`config.mk`:
```
export PLATFORM = sky130hd
export DESIGN_NAME = multicycle_control
export DESIGN_NICKNAME = d
export VERILOG_FILES = /design/src/rtl/multicycle_control.sv
export SDC_FILE = /design/constraint.sdc
export NUM_CORES = 1
export LEC_CHECK = 0
export BUFFER_PORTS_ARGS = -buffer_cell sky130_fd_sc_hd__buf_2
export CAP_MARGIN = 10
export CORE_AREA = 2 2 39 41
export DETAILED_ROUTE_END_ITERATION = 12
export DIE_AREA = 0 0 41 43
export MAX_ROUTING_LAYER = met4
export PLACE_DENSITY = 0.67
export SLEW_MARGIN = 20
export SYNTH_ARGS = -nofsm -noshare
export SYNTH_HDL_FRONTEND = slang
export SYNTH_SLANG_ARGS = --single-unit
```
`constraint.sdc`:
```
create_clock -name clk -period 1.7 [get_ports clk]
set_input_delay 0.34 -clock clk [delete_from_list [all_inputs] [get_ports clk]]
set_output_delay 0.34 -clock clk [all_outputs]
set_load 0.005 [all_outputs]
```
`src/rtl/multicycle_control.sv`:
```
// Moore control FSM for a multicycle MIPS-style datapath: 2 to 5 cycles per instruction.
// No backpressure; pcen and illegal are the only outputs that also depend on inputs.
module multicycle_control (
  input  logic       clk,
  input  logic       rst,
  input  logic [5:0] op,
  input  logic       zero,
  output logic       iord,
  output logic       memwrite,
  output logic       irwrite,
  output logic       regdst,
  output logic       memtoreg,
  output logic       regwrite,
  output logic       alusrca,
  output logic [1:0] alusrcb,
  output logic [1:0] aluop,
  output logic [1:0] pcsrc,
  output logic       pcen,
  output logic       illegal,
  output logic [3:0] state
);

  typedef enum logic [3:0] {
    S_FETCH    = 4'd0,
    S_DECODE   = 4'd1,
    S_MEMADR   = 4'd2,
    S_MEMRD    = 4'd3,
    S_MEMWB    = 4'd4,
    S_MEMWR    = 4'd5,
    S_EXEC     = 4'd6,
    S_ALUWB    = 4'd7,
    S_BRANCH   = 4'd8,
    S_ADDIEXEC = 4'd9,
    S_ADDIWB   = 4'd10,
    S_JUMP     = 4'd11
  } state_t;

  localparam logic [5:0] OP_R    = 6'b000000;
  localparam logic [5:0] OP_LW   = 6'b100011;
  localparam logic [5:0] OP_SW   = 6'b101011;
  localparam logic [5:0] OP_BEQ  = 6'b000100;
  localparam logic [5:0] OP_ADDI = 6'b001000;
  localparam logic [5:0] OP_J    = 6'b000010;

  state_t cur;
  state_t nxt;
  logic   pcwrite;
  logic   branch;
  logic   legal_op;

  assign state    = cur;
  assign legal_op = (op == OP_R) || (op == OP_LW) || (op == OP_SW) ||
                    (op == OP_BEQ) || (op == OP_ADDI) || (op == OP_J);

  always_ff @(posedge clk) begin
    if (rst) cur <= S_FETCH;
    else     cur <= nxt;
  end

  always_comb begin
    nxt = S_FETCH;
    case (cur)
      S_FETCH:  nxt = S_DECODE;
      S_DECODE: begin
        case (op)
          OP_LW, OP_SW: nxt = S_MEMADR;
          OP_R:         nxt = S_EXEC;
          OP_BEQ:       nxt = S_BRANCH;
          OP_ADDI:      nxt = S_ADDIEXEC;
          OP_J:         nxt = S_JUMP;
          default:      nxt = S_FETCH;
        endcase
      end
      // op is held by the IR here, so only lw or sw can reach this state
      S_MEMADR: begin
        if (op == OP_LW)      nxt = S_MEMRD;
        else if (op == OP_SW) nxt = S_MEMWR;
        else                  nxt = S_FETCH;
      end
      S_MEMRD:    nxt = S_MEMWB;
      S_EXEC:     nxt = S_ALUWB;
      S_ADDIEXEC: nxt = S_ADDIWB;
      default:    nxt = S_FETCH;
    endcase
  end

  always_comb begin
    iord     = 1'b0;
    memwrite = 1'b0;
    irwrite  = 1'b0;
    regdst   = 1'b0;
    memtoreg = 1'b0;
    regwrite = 1'b0;
    alusrca  = 1'b0;
    alusrcb  = 2'b00;
    aluop    = 2'b00;
    pcsrc    = 2'b00;
    pcwrite  = 1'b0;
    branch   = 1'b0;
    case (cur)
      S_FETCH: begin
        irwrite = 1'b1;
        alusrcb = 2'b01;
        pcwrite = 1'b1;
      end
      S_DECODE: alusrcb = 2'b11;
      S_MEMADR, S_ADDIEXEC: begin
        alusrca = 1'b1;
        alusrcb = 2'b10;
      end
      S_MEMRD: iord = 1'b1;
      S_MEMWB: begin
        memtoreg = 1'b1;
        regwrite = 1'b1;
      end
      S_MEMWR: begin
        iord     = 1'b1;
        memwrite = 1'b1;
      end
      S_EXEC: begin
        alusrca = 1'b1;
        aluop   = 2'b10;
      end
      S_ALUWB: begin
        regdst   = 1'b1;
        regwrite = 1'b1;
      end
      S_BRANCH: begin
        alusrca = 1'b1;
        aluop   = 2'b01;
        pcsrc   = 2'b01;
        branch  = 1'b1;
      end
      S_ADDIWB: regwrite = 1'b1;
      S_JUMP: begin
        pcsrc   = 2'b10;
        pcwrite = 1'b1;
      end
      default: ;
    endcase
  end

  assign pcen    = pcwrite | (branch & zero);
  assign illegal = (cur == S_DECODE) && !legal_op;

endmodule

```
---- Yosys cells after proc, flatten, opt, wreduce, memory -nomap -nowiden ----
Index checks and enable logic that the tools add are counted.
cells by class
  add/sub/neg operators ................... 0
  multipliers ............................. 0
  div/mod/pow operators ................... 0
  magnitude comparators ................... 0
  equality and inequality tests ........... 16
  shifts and indexed selects .............. 0
  muxes and demuxes ....................... 16
  bitwise operators ....................... 2
  reductions and logical operators ........ 15
operators by type and width
  operator              number
  $pmux W4 S6           1
  $pmux W4 S5           1
  $eq A4 B3 Y1 const B  4
  $eq A4 B4 Y1 const B  4
  $eq A6 B6 Y1 const B  2
  $mux W1               9
  $eq A4 B2 Y1 const B  2
  $pmux W2 S2           2
  $reduce_or A2 Y1      4
  $eq A6 B2 Y1 const B  1
  $eq A6 B3 Y1 const B  1
  $eq A6 B4 Y1 const B  1
  $logic_not A6 Y1      1
  $mux W3               2
  $pmux W2 S3           1
  $logic_or A1 B1 Y1    5
  $eq A4 B1 Y1 const B  1
  $logic_not A4 Y1      1
  $reduce_or A4 Y1      1
  $reduce_or A3 Y1      1
  $and A1 B1 Y1         1
  $logic_and A1 B1 Y1   1
  $logic_not A1 Y1      1
  $or A1 B1 Y1          1
storage, ports and cells
  bits in registers ....................... 4
  bits in latches ......................... 0
  bits in writable memories ............... 0
  ROM bits ................................ 0
  output and inout bits ................... 19
  logic and storage cells ................. 50
  memories kept ........................... 0

---- Depth between registers and ports, before layout ----
  depth after elaboration ................. 8
  gate-level depth with buffers ........... 5

---- Worst setup path before layout ----
Ideal clock, no wire load.
  path type ............................... reg2out
  start ................................... register cur[1], in the netlist state[1]
  end ..................................... output illegal
  arrival ................................. 1058 ps
  setup slack ............................. 302 ps
  cell stages (with the launch flop) ...... 5
  cells stage by stage .................... dfxtp_1 nand2b_1 buf_2 nor4_1 o311a_2
between the ends
  longest elaborated chain between the ends .. 2
ends and longest elaborated chain
  element                 RTL line  text
  start, declared         45        state_t cur;
  start signal, assigned  57        else cur <= nxt;
  $eq A4 B1 Y1            144       assign illegal = (cur == S_DECODE) && !legal_op;
  $logic_and A1 B1 Y1     144
  end, declared           19        output logic illegal,
Every way passes these cells.

---- Worst setup path after layout ----
  start ................................... register cur[0], in the netlist state[0]
  end ..................................... output illegal
Same word-level chain as after synthesis.

==> metrics.md <==
| Metric | Value |
|---|---|
| CTS Sinks | `4` |
| Finished Layout Cells | `113` |
| Maximum VDD drop | `0.2934 mV` |
| Die height | `43 um` |
| WHS | `296.7 ps` |
| Worst hold stages | `2` |
| Period utilization | `97.74%` |
| Ys async rst share | `0%` |
| Share of cells above drive strength 1 | `46.39%` |
| Port bufs | `27` |
| Post-CTS sizing | `2` |
| Worst Path Arrival | `1320 ps` |
| CP endpoint kind | `output pin` |
| Routed vias/inst | `5.336` |
| Iteration-0 DRC Markers | `14` |
| Final hold vios | `0` |
| Crit path max fanout | `7` |
| Status | `finished clean` |
| Vias in the first global route | `428` |
| Max_slew headroom | `80.14%` |
| Seq cells post-synth | `4` |
| Die area | `1763 sq um` |
| Net Count, Synth | `76` |
| Minimum clock period | `1662 ps` |
| Post-DP HPWL | `980.1 um` |
| Buf+Inv Stages, Crit Path | `1` |
| Netlist Area Pre-Place | `464.2 sq um` |
| Site Rows | `14` |
| MaxCap Viol Count | `0` |
| Register area share after synthesis | `17.25%` |
| Max reg flops | `4` |
| Core area | `1384 sq um` |
| Cells along the critical path | `nand2b_1 > nor4_1 > o311a_2 > buf_2` |
| Clk Latency, worst-skew pair | `230 ps` |
| Required time worst endpoint | `1360 ps` |
| GP Congestion | `0.8958` |
| Slew at the pin closest to its max-slew limit | `294.2 ps` |
| Initial Util | `33.54%` |
| Largest net degree at the start of global routing | `16` |
| Max Clock Freq | `601.9 MHz` |
| Wire length per cell | `11.29 um` |
| Max stage delay on crit path | `380 ps` |
| Placed Cells incl. Taps | `110` |
| Initial antenna violation count | `0` |
| GRT overflow | `0` |
| Critical path depth | `4` |
| Post-CTS Setup Bufs | `0` |
| Hold crit path type | `in -> reg` |
| Root Driver | `clkbuf_4` |
| Drt total wl | `1.276 mm` |
| H-tree depth | `1` |
| Antenna cell count | `0` |
| Pre-CTS setup slack | `-40.89 ps` |
| Finish-stage setup viols | `0` |
| Unique masters post-synth | `29` |
| Critical path class | `reg -> out` |
| First drt pass iteration count | `4` |
| Slew Viols, Final | `0` |
| RSZ-0062 raised after global routing | `yes` |
| Leakage | `0.3231 nW` |
| Post-synth EDFFs | `0` |
| Ys flop type | `dfxtp_1` |
| First-pass GRT wire length | `1.821 mm` |
| Syn. warnings | `0` |
| Total Nets Final | `108` |
| Worst r2r path cells | `4` |
| Clock Path Buffers | `2` |
| Post-Synthesis Cells | `67` |
| PnR worst setup slack | `38.47 ps` |
| Setup crit start kind | `register` |
| Pwr/cell area | `461.4 nW/um^2` |
| CTS tree | `done` |
| Clock Skew | `3.523 ps` |
| Area delta synth->final | `46.36%` |
| Post-route ant nets | `0` |
| DR vias | `603` |
| Avg Cell Area, Syn | `6.928 sq um` |
| Clock transition at path regs | `40 ps` |
| Die W | `41 um` |
| Global-route usage over all layers | `15.23%` |
| Slowest CP cell | `dfxtp_2` |
| # IOs | `28` |
| Num CTS Buffers | `3` |
| Delay-heaviest family, CP | `flip-flops` |
| Hold Buf Count CTS | `0` |
| Drt drc | `0` |
-- per-stage QoR --
| stage | total power [W] | utilization, % | area [sq um] | setup TNS, ps |
|---|---|---|---|---|
| floorplan | 0.0001458 | - | 464.2 | 0 |
| global placement | 0.0001923 | 45.75 | 633.1 | 0 |
| detailed placement | 0.0001931 | 45.75 | 633.1 | -40.89 |
| CTS | 0.0003153 | 47.83 | 661.9 | 0 |
| global route | 0.0003445 | 49.10 | 679.4 | -87.15 |
| finish | 0.0003135 | 49.10 | 679.4 | 0 |
-- final cells by class --
cell class,count,area (sq um)
well taps,16,20.02
repair buffers,33,180.2
flip-flops and latches,4,83.83
clock buffers,3,22.52
inverters,3,11.26
multi-input cells,54,361.6
fillers,156,704.4
-- layout by cell type, fill, tap and decap left out --
master	netlist	final
a2111oi_2	1	1
a211oi_1	1	1
a21o_1	2	2
a21oi_1	6	6
a31oi_1	1	1
and3_1	1	1
buf_2	4	27
buf_4	1	6
clkbuf_4	0	3
dfxtp_1	4	1
dfxtp_2	0	3
inv_1	3	3
nand2_1	3	3
nand2b_1	3	3
nand3_1	1	1
nand3_2	1	1
nand4_1	1	1
nand4b_1	1	1
nor2_1	9	9
nor3_1	4	4
nor3b_4	0	1
nor4_1	2	2
nor4_4	0	1
nor4b_2	1	1
o211ai_1	3	3
o21ai_0	5	5
o311a_2	1	1
o311ai_0	1	1
or3_1	1	1
xor2_1	3	3
-- where the power goes --
part           switching, W  internal [W]
registers        0.00000534     0.0000979
clock network     0.0000372     0.0000788
logic             0.0000489     0.0000454
total             0.0000914      0.000222
-- synthesized netlist by cell type, types with 2 or more instances --
master | count | area [sq um]
o211ai_1 | 3 | 22.52
nand2_1 | 3 | 11.26
buf_2 | 4 | 20.02
xor2_1 | 3 | 26.28
a21o_1 | 2 | 15.01
nor3_1 | 4 | 20.02
nor4_1 | 2 | 12.51
nand2b_1 | 3 | 18.77
inv_1 | 3 | 11.26
dfxtp_1 | 4 | 80.08
a21oi_1 | 6 | 30.03
o21ai_0 | 5 | 25.02
nor2_1 | 9 | 33.78
-- worst paths after layout --
check                                end      from  slack [ps]
worst max-delay path             illegal  state[0]          40
worst min-delay path            state[3]       rst         300
worst max register to register  state[2]  state[2]         480
worst min register to register  state[3]  state[2]         590
-- kinds of logic after synthesis --
family                    Yosys count  synth area share, %
AOI/OAI and AO/OA                  21                30.46
xor gates and xnor gates            3                5.661
buffers and inverters               9                9.164
DFF                                 4                17.25
and+or+nand+nor                    30                37.47
-- metal layers --
metal / GRT usage [%] / up-vias / wire length (um)
li1: - / 311 / -
met2: 23.44 / 33 / 607
met5: - / - / 0
met4: 2.000 / 0 / 0
met3: 6.283 / 0 / 117
met1: 18.65 / 259 / 550
Note: power is estimated with default switching activity, not from simulation.
